$ cat config.mk
export PLATFORM = sky130hd
export DESIGN_NAME = twofish_h_engine
export DESIGN_NICKNAME = d
export VERILOG_FILES = /design/src/rtl/twofish_pkg.sv /design/src/rtl/twofish_q_lane.sv /design/src/rtl/twofish_h_engine.sv
export SDC_FILE = /design/constraint.sdc
export NUM_CORES = 1
export LEC_CHECK = 0
export ABC_CLOCK_PERIOD_IN_PS = 8100
export BUFFER_PORTS_ARGS = -buffer_cell sky130_fd_sc_hd__buf_2
export CAP_MARGIN = 5
export CORE_MARGIN = 8
export CORE_UTILIZATION = 60
export DETAILED_ROUTE_END_ITERATION = 8
export PLACE_DENSITY = 0.94
export SLEW_MARGIN = 25
export SYNTH_ARGS = -nofsm -noshare
export SYNTH_HDL_FRONTEND = slang
export SYNTH_HIERARCHICAL = 1
export SYNTH_SLANG_ARGS = --single-unit
$ cat constraint.sdc
create_clock -name clk -period 8.1 [get_ports clk]
set_clock_uncertainty 0.2 [all_clocks]
set_input_delay 0.81 -clock clk [delete_from_list [all_inputs] [get_ports clk]]
set_output_delay 0.81 -clock clk [all_outputs]
set_load 0.1 [all_outputs]
$ cat src/rtl/twofish_pkg.sv
// rtl/twofish_pkg.sv - shared types, q-select table and key-count clamp for the h engine
package twofish_pkg;

  typedef enum logic [1:0] {
    IDLE = 2'd0,
    RUN  = 2'd1,
    DONE = 2'd2
  } state_t;

  localparam logic Q_SEL_Q0 = 1'b0;
  localparam logic Q_SEL_Q1 = 1'b1;

  // Indexed [stage][byte]; each row is written byte3..byte0.
  localparam logic [4:0][3:0] Q_SEL_TABLE = {
    {Q_SEL_Q1, Q_SEL_Q0, Q_SEL_Q0, Q_SEL_Q1},
    {Q_SEL_Q0, Q_SEL_Q0, Q_SEL_Q1, Q_SEL_Q1},
    {Q_SEL_Q1, Q_SEL_Q0, Q_SEL_Q1, Q_SEL_Q0},
    {Q_SEL_Q1, Q_SEL_Q1, Q_SEL_Q0, Q_SEL_Q0},
    {Q_SEL_Q0, Q_SEL_Q1, Q_SEL_Q0, Q_SEL_Q1}
  };

  function automatic logic [2:0] clamp_k(input logic [2:0] k, input logic [2:0] k_max);
    if (k < 3'd2) return 3'd2;
    if (k > k_max) return k_max;
    return k;
  endfunction

endpackage

$ cat src/rtl/twofish_q_lane.sv
// rtl/twofish_q_lane.sv - one byte lane: q0/q1 permutation, select mux and key-byte XOR
module twofish_q_lane
  import twofish_pkg::*;
(
  input  logic [7:0] x,
  input  logic       sel,
  input  logic [7:0] key,
  output logic [7:0] y
);

  // Nibble tables packed with entry 0 in the low nibble.
  localparam logic [63:0] Q0_T0 = 64'h4ACE_95B0_23F6_D718;
  localparam logic [63:0] Q0_T1 = 64'hD907_6A4F_5321_8BCE;
  localparam logic [63:0] Q0_T2 = 64'h1742_3F8C_09D6_E5AB;
  localparam logic [63:0] Q0_T3 = 64'hAC58_03B9_E621_4F7D;
  localparam logic [63:0] Q1_T0 = 64'h5CA0_4913_E67F_DB82;
  localparam logic [63:0] Q1_T1 = 64'h809F_5AD6_73C4_B2E1;
  localparam logic [63:0] Q1_T2 = 64'hF3B2_8DE0_A961_57C4;
  localparam logic [63:0] Q1_T3 = 64'hA802_F746_ED3C_159B;

  function automatic logic [3:0] ror4(input logic [3:0] v);
    return {v[0], v[3:1]};
  endfunction

  function automatic logic [7:0] q_perm(input logic [7:0] v, input logic [63:0] t0,
                                        input logic [63:0] t1, input logic [63:0] t2,
                                        input logic [63:0] t3);
    logic [3:0] a0, b0, a1, b1, a2, b2, a3, b3;
    a0 = v[7:4];
    b0 = v[3:0];
    a1 = a0 ^ b0;
    b1 = a0 ^ ror4(b0) ^ {a0[0], 3'b000};
    a2 = t0[{a1, 2'b00} +: 4];
    b2 = t1[{b1, 2'b00} +: 4];
    a3 = a2 ^ b2;
    b3 = a2 ^ ror4(b2) ^ {a2[0], 3'b000};
    return {t3[{b3, 2'b00} +: 4], t2[{a3, 2'b00} +: 4]};
  endfunction

  logic [7:0] q0_y;
  logic [7:0] q1_y;

  assign q0_y = q_perm(x, Q0_T0, Q0_T1, Q0_T2, Q0_T3);
  assign q1_y = q_perm(x, Q1_T0, Q1_T1, Q1_T2, Q1_T3);
  assign y    = ((sel == Q_SEL_Q0) ? q0_y : q1_y) ^ key;

endmodule

$ cat src/rtl/twofish_h_engine.sv
// rtl/twofish_h_engine.sv - iterative keyed h-function, one q layer per clock, k = 2..K_MAX
module twofish_h_engine
  import twofish_pkg::*;
#(
  parameter int K_MAX         = 4,
  parameter bit OUT_BYTE_SWAP = 1'b1
) (
  input  logic                 clk,
  input  logic                 rst_n,
  input  logic                 in_valid,
  output logic                 in_ready,
  input  logic [31:0]          in_x,
  input  logic [32*K_MAX-1:0]  in_s,
  input  logic [2:0]           in_k,
  output logic                 out_valid,
  input  logic                 out_ready,
  output logic [31:0]          out_y
);

  state_t               state_q, state_d;
  logic [31:0]          work_q, work_d;
  logic [32*K_MAX-1:0]  key_q, key_d;
  logic [2:0]           cnt_q, cnt_d;
  logic [31:0]          out_y_q, out_y_d;

  logic [3:0]           stage_sel;
  logic [31:0]          key_word;
  logic [31:0]          stage_y;
  logic [31:0]          stage_packed;

  assign stage_sel = Q_SEL_TABLE[cnt_q];

  // Stage c XORs S[c-1]; stage 0 has no key word.
  always_comb begin
    key_word = '0;
    for (int j = 0; j < K_MAX; j++) begin
      if (cnt_q == 3'(j + 1)) key_word = key_q[32*j +: 32];
    end
  end

  for (genvar b = 0; b < 4; b++) begin : g_lane
    twofish_q_lane u_lane (
      .x   (work_q[8*b +: 8]),
      .sel (stage_sel[b]),
      .key (key_word[8*b +: 8]),
      .y   (stage_y[8*b +: 8])
    );
  end

  assign stage_packed = OUT_BYTE_SWAP ?
      {stage_y[7:0], stage_y[15:8], stage_y[23:16], stage_y[31:24]} : stage_y;

  always_comb begin
    state_d   = state_q;
    work_d    = work_q;
    key_d     = key_q;
    cnt_d     = cnt_q;
    out_y_d   = out_y_q;
    in_ready  = 1'b0;
    out_valid = 1'b0;
    case (state_q)
      IDLE: in_ready = 1'b1;
      RUN: begin
        work_d = stage_y;
        if (cnt_q == 3'd0) begin
          out_y_d = stage_packed;
          state_d = DONE;
        end else begin
          cnt_d = cnt_q - 3'd1;
        end
      end
      DONE: begin
        out_valid = 1'b1;
        in_ready  = out_ready;
        if (out_ready) state_d = IDLE;
      end
      default: state_d = IDLE;
    endcase
    // An accept in DONE overrides the return to IDLE.
    if (in_valid && in_ready) begin
      work_d  = in_x;
      key_d   = in_s;
      cnt_d   = clamp_k(in_k, 3'(K_MAX));
      state_d = RUN;
    end
  end

  always_ff @(posedge clk or negedge rst_n) begin
    if (!rst_n) begin
      state_q <= IDLE;
      work_q  <= '0;
      key_q   <= '0;
      cnt_q   <= '0;
      out_y_q <= '0;
    end else begin
      state_q <= state_d;
      work_q  <= work_d;
      key_q   <= key_d;
      cnt_q   <= cnt_d;
      out_y_q <= out_y_d;
    end
  end

  assign out_y = out_y_q;

endmodule

==> out/qor.csv, run 1 <==
stage;metric;value;unit
worst_setup_path;worstPathMaxFanout;10;
worst_setup_path;critPathKind;register to register;
worst_setup_path;reg2reg_from;work_q[25]$_DFFE_PN0P_;
worst_setup_path;worst_r2r_endpoint;work_q[31]$_DFFE_PN0P_;
cts;holdBufCountCts;0;
yosys;synth_cell_types;70;
worst_setup_path;critPathLaunchType;register;
routing;wl_per_cell;21.3;um
global_routing;grt_max_degree;71;
routing;drt_first_pass_iters;6;
sta;fin_tns_setup;0;ns
final_layout;multi_input_area;10900;um^2
global_routing;use_met1;35.6;%
cts;cts_made_buffers;17;
final_layout;drive_gt1_share;24.1;%
die;row_count;61;
place;dpl_worst_slack;3.06;ns
worst_setup_path;cp.required;8.29;ns
place;portBuffers;200;
yosys;synthTopCellsByArea;dfrtp_1 30%, mux2_2 8.1%, ha_1 7.9%, mux2_1 4.6%, xnor2_1 4.0%;
place;gp_congestion;0.964;
yosys;synth_edf_count;0;
place;dp_cells;2196;
cts;worstSkewPairLatency;0.46;ns
sta;slew_viol_final;0;
sta;max_freq;0.195;GHz
global_routing;antenna_found_initial;3;
sta;period_needed;5.12;ns
global_routing;grt_usage;27.6;%
cts;cts_resized;0;
cts;cts_max_level;4;
worst_setup_path;cp-end-kind;register;
final_layout;fillCellCount;2039;
routing;post_drt_via_cell_ratio;6.46;
routing;vias;14400;
cts;cts.clk_slew.worst_paths;0.09;ns
cts;tritoncts;done;
yosys;ys.flop_type;dfrtp_1;
yosys;syn_inst;1705;
routing;drt-total-wl;47.4;mm
flow_run;drv_cap;0;
final_layout;fin_cells;2230;
die;die_x;182;um
global_routing;grt.overflow.total;0;
hold_path;hold_class;primary input to async pin;
global_routing;globalRouteMet2Util;44.6;%
die;coreArea;27600;um^2
sta;finalSetupViolations;0;
die;die_area;33300;um^2
yosys;synthesis.nets;1977;
sta;setup_ws;2.98;ns
sta;relSlewSlack;29.0;%
worst_setup_path;arrival;5.31;ns
yosys;yosysTopAreaCell;dfrtp_1;
sta;finalHoldViolCount;0;
final_layout;design_area;18400;um^2
global_routing;met3_usage;5.23;%
cts;cts_setup_buffers;0;
final_layout;syn_to_final_growth;10.7;%
place;placed_area;17700;um^2
routing;ant_nets;0;
final_layout;seqCellArea;4930;um^2
worst_setup_path;max_stage_delay;0.61;ns
yosys;synth_warnings;6;
sta;fin_crit_sh;63.3;%
cts;root_buffer;clkbuf_16;
worst_setup_path;r2r_slack;2.98;ns
yosys;synth_top_area_share;29.6;%
yosys;seq_area_frac_synth;29.6;%
final_layout;nets;2109;
die;initial_utilization;60.4;%
global_routing;grt-busiest-layer;met2;
die;io_pins;201;
cts;clockBufferDepth;2;
global_routing;grt_first_pass_wirelength;74.7;mm
cts;cts.sinks;197;
place;dp_hpwl;35.0;mm
yosys;synth-seq-cells;197;
routing;first_iter_violations;1525;
worst_setup_path;cp_slowest_cell;xnor2_1;
yosys;ys_async_sr_fraction;100;%
worst_setup_path;path_cells;xnor2_1 > inv_1 > ha_1 > mux4_1 > xnor2_1 > inv_1 > ha_1 > or2_2 > mux4_2 > and3_1 > nor4_1 > and2_1 > a221o_1;
outcome;status;completed;
yosys;synth_area;16600;um^2
die;die_h;182;um
yosys;syn_area_per_cell;9.75;um^2
sta;rsz0062_at_grt;false;
global_routing;grt_pass1_vias;14100;
sta;worst_pin_slew;1.06;ns
routing;drc_errors;0;
worst_setup_path;reg2reg_depth;13;
==> metal layers <==
| layer | vias up | wire, um |
|---|---|---|
| met5 | - | 10 |
| met4 | 2 | 1820 |
| met3 | 123 | 3430 |
| met2 | 701 | 22400 |
| met1 | 7042 | 19800 |
| li1 | 6536 | - |
==> how the worst max path moves through the flow <==
stage | from | end | slack, ns | cells past startpoint
after floorplan | work_q[9]$_DFFE_PN0P_ | work_q[15]$_DFFE_PN0P_ | 3.84 | 14
after global placement | work_q[1]$_DFFE_PN0P_ | work_q[7]$_DFFE_PN0P_ | 3.15 | 13
after detailed placement | work_q[1]$_DFFE_PN0P_ | work_q[7]$_DFFE_PN0P_ | 3.06 | 13
after CTS | work_q[1]$_DFFE_PN0P_ | work_q[7]$_DFFE_PN0P_ | 3.03 | 13
after global routing | work_q[1]$_DFFE_PN0P_ | work_q[7]$_DFFE_PN0P_ | 2.66 | 13
final | work_q[25]$_DFFE_PN0P_ | work_q[31]$_DFFE_PN0P_ | 2.98 | 13
==> flip-flops by register name, indices dropped and copies added, names as in the netlist <==
name and flops:
out_y 32, key_q 128, cnt_q 3, work_q 32
state_q 2
==> cells by family after synthesis <==
kind of cell,Yosys count,synth area share (%)
buf+inv,204,5.23
compound gates,415,17.6
flops,197,29.6
fa+ha+maj,105,7.90
simple gates,380,12.2
xor+xnor,148,9.33
mux,256,18.1
==> synth_stat cells (8+ instances only) <==
| cell type | number |
|---|---|
| o32ai_1 | 12 |
| a21oi_1 | 112 |
| nand3_1 | 17 |
| mux2_2 | 120 |
| or2_2 | 17 |
| mux2_1 | 68 |
| or3_1 | 17 |
| mux4_2 | 12 |
| nand2b_1 | 8 |
| nor2_1 | 47 |
| xnor2_1 | 76 |
| nand2_1 | 98 |
| nand4_1 | 8 |
| o221a_2 | 8 |
| ha_1 | 105 |
| xor2_1 | 56 |
| a41oi_1 | 8 |
| a32oi_1 | 12 |
| nor4_1 | 10 |
| o211ai_1 | 32 |
| a31oi_1 | 18 |
| a211oi_1 | 16 |
| a22o_1 | 32 |
| buf_2 | 26 |
| a221o_1 | 36 |
| clkbuf_1 | 48 |
| mux2i_1 | 52 |
| o21ai_0 | 70 |
| and2_1 | 41 |
| inv_1 | 104 |
| buf_1 | 11 |
| dfrtp_1 | 197 |
| nor3_1 | 61 |
| buf_4 | 11 |
| and3_1 | 16 |
==> critical path, delay by kind of cell, from the launching register on <==
family	cells	cell delay (ns)
AO/OA/AOI/OAI	1	0.10
XOR/XNOR	2	1.18
adder cells (fa/ha/maj)	2	0.50
buffers and inverters	2	0.49
flip-flops	1	0.53
multiplexers	2	1.07
AND/OR/NAND/NOR	4	0.96
==> cell type report <==
| type | count | share of cell area (%) |
|---|---|---|
| diodes | 2 | 0.0272 |
| clock buffers | 17 | 2.31 |
| clock inverters | 15 | 1.10 |
| inverters | 104 | 2.12 |
| multi-input cells | 1304 | 59.1 |
| flip-flops and latches | 197 | 26.8 |
| well taps | 378 | 2.57 |
| repair buffers | 213 | 6.01 |
==> cell usage in the layout, fill, tap and decap left out, types with 36 or more instances in the layout <==
cell type,n
a21oi_1,112
nor3_1,61
a221o_1,36
buf_2,199
mux2_1,68
dfrtp_1,196
nand2_1,98
mux2_2,120
inv_1,104
nor2_1,47
xnor2_1,73
mux2i_1,52
o21ai_0,70
xor2_1,54
ha_1,103
and2_1,41
==> stage by stage <==
stage / util [%] / hold slack, ns
6_report: 66.8 / 0.119
5_1_grt: 66.8 / 0.156
4_1_cts: 66.7 / 0.136
3_5_place_dp: 64.4 / 0.275
3_3_place_gp: 64.4 / 0.268
2_1_floorplan: - / 0.258
Power of run 1 is left out: the tool's default activity adds up to more than one toggle a clock period on the data nets, which glitch-free logic cannot reach.
==> run 2: changes to the inputs <==
- ABC_CLOCK_PERIOD_IN_PS: 8100 -> 4100
- CORE_UTILIZATION: 60 -> 54
- PLACE_DENSITY: 0.94 -> 0.9
- clock period: 8.1 -> 4.1 ns (I/O delays scaled with it)
==> run 2 against run 1 <==
- the flow now finishes with violations (setup timing)
- die area grew 10%
- critical path depth shrank 1
- hold slack got worse by 0.088 ns
- clock-buffer cell count stayed put
- final cell count grew 15%
- setup slack got worse by 3.0 ns
- highest routed layer unchanged
- largest cell class unchanged
- sequential share of layout area is 4.2 points lower
- register-to-register slack lost 3.0 ns
- global-route usage up 3.1 points
- first-iteration DRC count is 2.5% higher
- wire length grew 24%
==> out/qor.csv, run 2 (synthesis gave the netlist of run 1 again) <==
stage;metric;value;unit
final_layout;nets;2430;
die;initial_utilization;54.7;%
global_routing;grt-busiest-layer;met2;
cts;clockBufferDepth;2;
global_routing;grt_pass1_vias;16500;
die;io_pins;201;
sta;worst_pin_slew;1.08;ns
final_layout;largest_reg_flops;128;
routing;first_iter_violations;1563;
worst_setup_path;worstPathMaxFanout;8;
place;dp_hpwl;37.1;mm
routing;vias;16400;
global_routing;antenna_found_initial;4;
final_layout;fin_cells;2571;
routing;drt-total-wl;58.9;mm
routing;ant_nets;0;
place;gp_congestion;0.959;
sta;finalSetupViolations;1;
sta;max_freq;0.243;GHz
sta;timing.hold.ws;0.0311;ns
final_layout;syn_to_final_growth;31.8;%
final_layout;drive_gt1_share;32.2;%
final_layout;final_util;72.1;%
cts;tritoncts;done;
routing;post_drt_via_cell_ratio;6.38;
final_layout;final_common_cell;buf_2;
global_routing;grt_usage;30.7;%
global_routing;use_met1;36.9;%
sta;relSlewSlack;28.0;%
place;dpl_worst_slack;-0.112;ns
global_routing;met3_usage;6.62;%
die;die_h;191;um
cts;root_buffer;clkbuf_16;
cts;cts.sinks;197;
sta;fin_crit_sh;100;%
worst_setup_path;r2r_slack;-0.02;ns
place;portBuffers;200;
routing;drt_first_pass_iters;7;
worst_setup_path;critPathKind;register to register;
die;die_x;191;um
worst_setup_path;cp.required;4.24;ns
flow_run;drv_cap;0;
final_layout;layout_common_cells;199 x buf_2, 184 x dfrtp_1, 169 x buf_4, 159 x dlygate4sd3_1, 120 x mux2_2;
global_routing;grt_first_pass_wirelength;89.4;mm
routing;drc_errors;0;
routing;wl_per_cell;22.9;um
sta;period_needed;4.12;ns
worst_setup_path;critPathLaunchType;register;
sta;slew_viol_final;0;
sta;rsz0062_at_grt;true;
global_routing;grt.overflow.total;0;
global_routing;grt_max_degree;161;
worst_setup_path;arrival;4.26;ns
cts;cts_made_buffers;17;
die;row_count;64;
die;coreArea;30400;um^2
final_layout;top_register;key_q;
cts;worstSkewPairLatency;0.48;ns
die;die_area;36700;um^2
global_routing;globalRouteMet2Util;51.9;%
cts;cts.clk_slew.worst_paths;0.08;ns
place;dp_cells;2358;
final_layout;fillCellCount;2014;
sta;finalHoldViolCount;0;
hold_path;hold_class;primary input to register;
sta;setup_ws;-0.0194;ns
worst_setup_path;cp-end-kind;register;
outcome;status;finished, violations left;
cts;cts_max_level;4;
outcome;failed_checks;setup timing;
run 2: layer usage:
metal	part of all wire, %	up-vias
met2	49	976
met5	0.022	-
met3	8.5	231
li1	-	7160
met1	38	8045
met4	4.9	2
run 2: area by class of cell:
type	instances	area (um^2)	area share (%)
Antenna cell	4	10.0	0.0457
Clock buffer	17	425	1.94
Clock inverter	15	173	0.788
Inverter	104	390	1.78
Multi-Input combinational cell	1304	11500	52.5
Sequential cell	197	4950	22.6
Tap cell	396	495	2.26
Timing Repair Buffer	534	3980	18.2
run 2: path summary, 6_finish.rpt:
check	startpoint	endpoint	depth (start not counted)
worst max-delay path	work_q[8]$_DFFE_PN0P_	work_q[12]$_DFFE_PN0P_	12
worst min-delay path	in_x[1]	work_q[1]$_DFFE_PN0P_	2
worst max register to register	work_q[8]$_DFFE_PN0P_	work_q[12]$_DFFE_PN0P_	12
worst min register to register	key_q[30]$_DFFE_PN0P_	key_q[30]$_DFFE_PN0P_	1
max in group asynchronous	rst_n	work_q[20]$_DFFE_PN0P_	3
min in group asynchronous	rst_n	key_q[2]$_DFFE_PN0P_	2
run 2: per-stage QoR:
stage | setup TNS, ns | area, um^2
final | -0.0194 | 21900
after global placement | -0.0258 | 19000
after floorplan | 0 | 16700
after global routing | -0.504 | 21900
after detailed placement | -0.497 | 19000
after CTS | -0.0960 | 21300
run 2: worst max-delay path: stages, from the launching register on:
cell and delay (ns):
dfrtp_2 0.51, xor2_2 0.28, inv_1 0.14, ha_1 0.25, o21ai_1 0.44, buf_4 0.24
xor3_2 0.43, or3b_2 0.48, o2111a_1 0.15, a21oi_1 0.27, xor2_1 0.13, and2_1 0.17
a221o_1 0.29
run 2: what timing repair did:
| action | in CTS | in global routing |
|---|---|---|
| setup endpoints to repair | 17 | 43 |
| resized for setup | 10 | 99 |
| hold endpoints to repair | 257 | 2 |
| setup buffers | 5 | 13 |
| pin swaps | 6 | 20 |
| hold buffers | 157 | 2 |
Power of run 2 is left out for the same reason.
==> run 3: changes to the inputs <==
- CORE_UTILIZATION: 54 -> 56
- CTS_BUF_LIST: default -> sky130_fd_sc_hd__clkbuf_8
- PLACE_DENSITY: 0.9 -> 0.92
==> run 3 against run 2 <==
- the run still ends with setup timing left
- critical path depth did not move
- sequential share of layout area rose by 0.42 points
- die area fell by 3.3%
- first-iteration DRC count rose by 18%
- fmax rose by 0.14%
- setup slack improved by 0.0058 ns
- design area fell by 1.8%
- flip-flop and latch count did not move
- hold slack improved by 0.066 ns
- critical path type unchanged
- largest cell class unchanged
==> out/qor.csv, run 3 (synthesis gave the netlist of run 1 again) <==
stage;metric;value;unit
place;dpl_worst_slack;-0.0617;ns
cts;cts_made_buffers;17;
sta;relSlewSlack;25.2;%
worst_setup_path;path_delay_family;XOR/XNOR gates;
place;dp_cells;2336;
worst_setup_path;cp_slowest_cell;xor3_2;
cts;clockBufferDepth;2;
worst_setup_path;critPathLaunchType;register;
routing;vias;16700;
global_routing;antenna_found_initial;1;
final_layout;seqCellArea;4950;um^2
die;die_area;35500;um^2
die;die_h;188;um
final_layout;nets;2420;
sta;worst_pin_slew;1.12;ns
routing;drt_first_pass_iters;6;
routing;wl_per_cell;23.8;um
global_routing;met3_usage;7.26;%
cts;cts.sinks;197;
final_layout;final_common_cell;buf_2;
sta;timing.hold.ws;0.0976;ns
sta;fin_crit_sh;100;%
die;row_count;63;
outcome;failed_checks;setup timing;
final_layout;largest_reg_flops;128;
outcome;status;finished, violations left;
sta;finalHoldViolCount;0;
sta;finalSetupViolations;1;
flow_run;drv_cap;0;
final_layout;fin_cells;2551;
sta;slew_viol_final;0;
routing;first_iter_violations;1837;
final_layout;multi_input_area;11400;um^2
global_routing;grt_first_pass_wirelength;91.5;mm
cts;cts.clk_slew.worst_paths;0.13;ns
worst_setup_path;path_cells;xor2_2 > buf_4 > ha_1 > inv_1 > mux4_2 > xor3_2 > mux2_2 > o2111a_1 > a21oi_1 > xor2_1 > and2_1 > a221o_1;
global_routing;globalRouteMet2Util;53.5;%
final_layout;drive_gt1_share;31.1;%
worst_setup_path;worstPathMaxFanout;8;
cts;worstSkewPairLatency;0.54;ns
die;die_x;188;um
sta;period_needed;4.11;ns
die;io_pins;201;
place;portBuffers;200;
worst_setup_path;arrival;4.34;ns
final_layout;top_register;key_q;
place;gp_congestion;1.00;
hold_path;hold_class;primary input to register;
final_layout;syn_to_final_growth;29.4;%
global_routing;grt-busiest-layer;met2;
place;dp_hpwl;37.4;mm
cts;cts_max_level;4;
routing;drt-total-wl;60.7;mm
routing;post_drt_via_cell_ratio;6.53;
die;coreArea;29500;um^2
sta;max_freq;0.243;GHz
final_layout;fillCellCount;1822;
cts;tritoncts;done;
worst_setup_path;worst-path-buf-inv;2;
die;initial_utilization;56.4;%
final_layout;layout_common_cells;199 x buf_2, 184 x dfrtp_1, 162 x dlygate4sd3_1, 157 x buf_4, 120 x mux2_2;
sta;rsz0062_at_grt;true;
worst_setup_path;cp.required;4.32;ns
worst_setup_path;critPathKind;register to register;
worst_setup_path;max_stage_delay;0.54;ns
global_routing;grt_usage;32.1;%
global_routing;grt.overflow.total;0;
global_routing;grt_max_degree;161;
global_routing;use_met1;37.1;%
cts;root_buffer;clkbuf_8;
routing;drc_errors;0;
worst_setup_path;cp-end-kind;register;
routing;ant_nets;0;
sta;setup_ws;-0.0136;ns
global_routing;grt_pass1_vias;16900;
-- run 3: layout make-up --
| type | count | share of cell area, % |
|---|---|---|
| timing repair buffer | 524 | 18.1 |
| antenna | 1 | 0.0116 |
| inverter | 104 | 1.81 |
| sequential | 197 | 23.0 |
| tap | 390 | 2.27 |
| clock buffer | 18 | 1.15 |
| multi-input combinational | 1304 | 52.9 |
| clock inverter | 13 | 0.750 |
-- run 3: per-stage QoR --
stage	setup TNS [ns]	utilization, %	instance area [um^2]
4_1_cts	0	71.1	21000
5_1_grt	-0.732	73.0	21500
3_3_place_gp	0	64.0	18900
3_5_place_dp	-0.155	64.0	18900
2_1_floorplan	0	-	16700
6_report	-0.0136	73.0	21500
-- run 3: final timing paths --
check                                         end              startpoint  slack, ns  cells past startpoint
setup / recovery           work_q[12]$_DFFE_PN0P_  work_q[13]$_DFFE_PN0P_      -0.01                     12
hold / removal               cnt_q[2]$_DFFE_PN0P_                 in_k[2]        0.1                      3
setup reg to reg           work_q[12]$_DFFE_PN0P_  work_q[13]$_DFFE_PN0P_      -0.01                     12
hold reg to reg             key_q[78]$_DFFE_PN0P_   key_q[78]$_DFFE_PN0P_       0.30                      1
max in group asynchronous   work_q[8]$_DFFE_PN0P_                   rst_n       2.38                      3
min in group asynchronous   key_q[68]$_DFFE_PN0P_                   rst_n       0.37                      2
-- run 3: layer usage --
layer  vias to the layer above  part of all wire (%)
met4                         2                   6.4
met5                         -                 0.015
li1                       7133                     -
met2                      1160                    48
met3                       344                   9.1
met1                      8019                    36
-- run 3: worst reg2reg max path: cells and delay by family (launching register included) --
family / cells / cell delay [ns]
buf+inv: 2 / 0.28
simple gates: 1 / 0.19
compound gates: 3 / 0.76
flops: 1 / 0.51
xor+xnor: 3 / 1.01
mux: 2 / 0.88
fa+ha+maj: 1 / 0.18
-- run 3: repair_timing --
action	in CTS	in global routing
hold buffers	162	0
resized for setup	5	85
endpoints found under the hold margin	265	0
pin swaps	4	19
endpoints found under the setup margin	8	45
setup buffers	4	17
Power of run 3 is left out for the same reason.
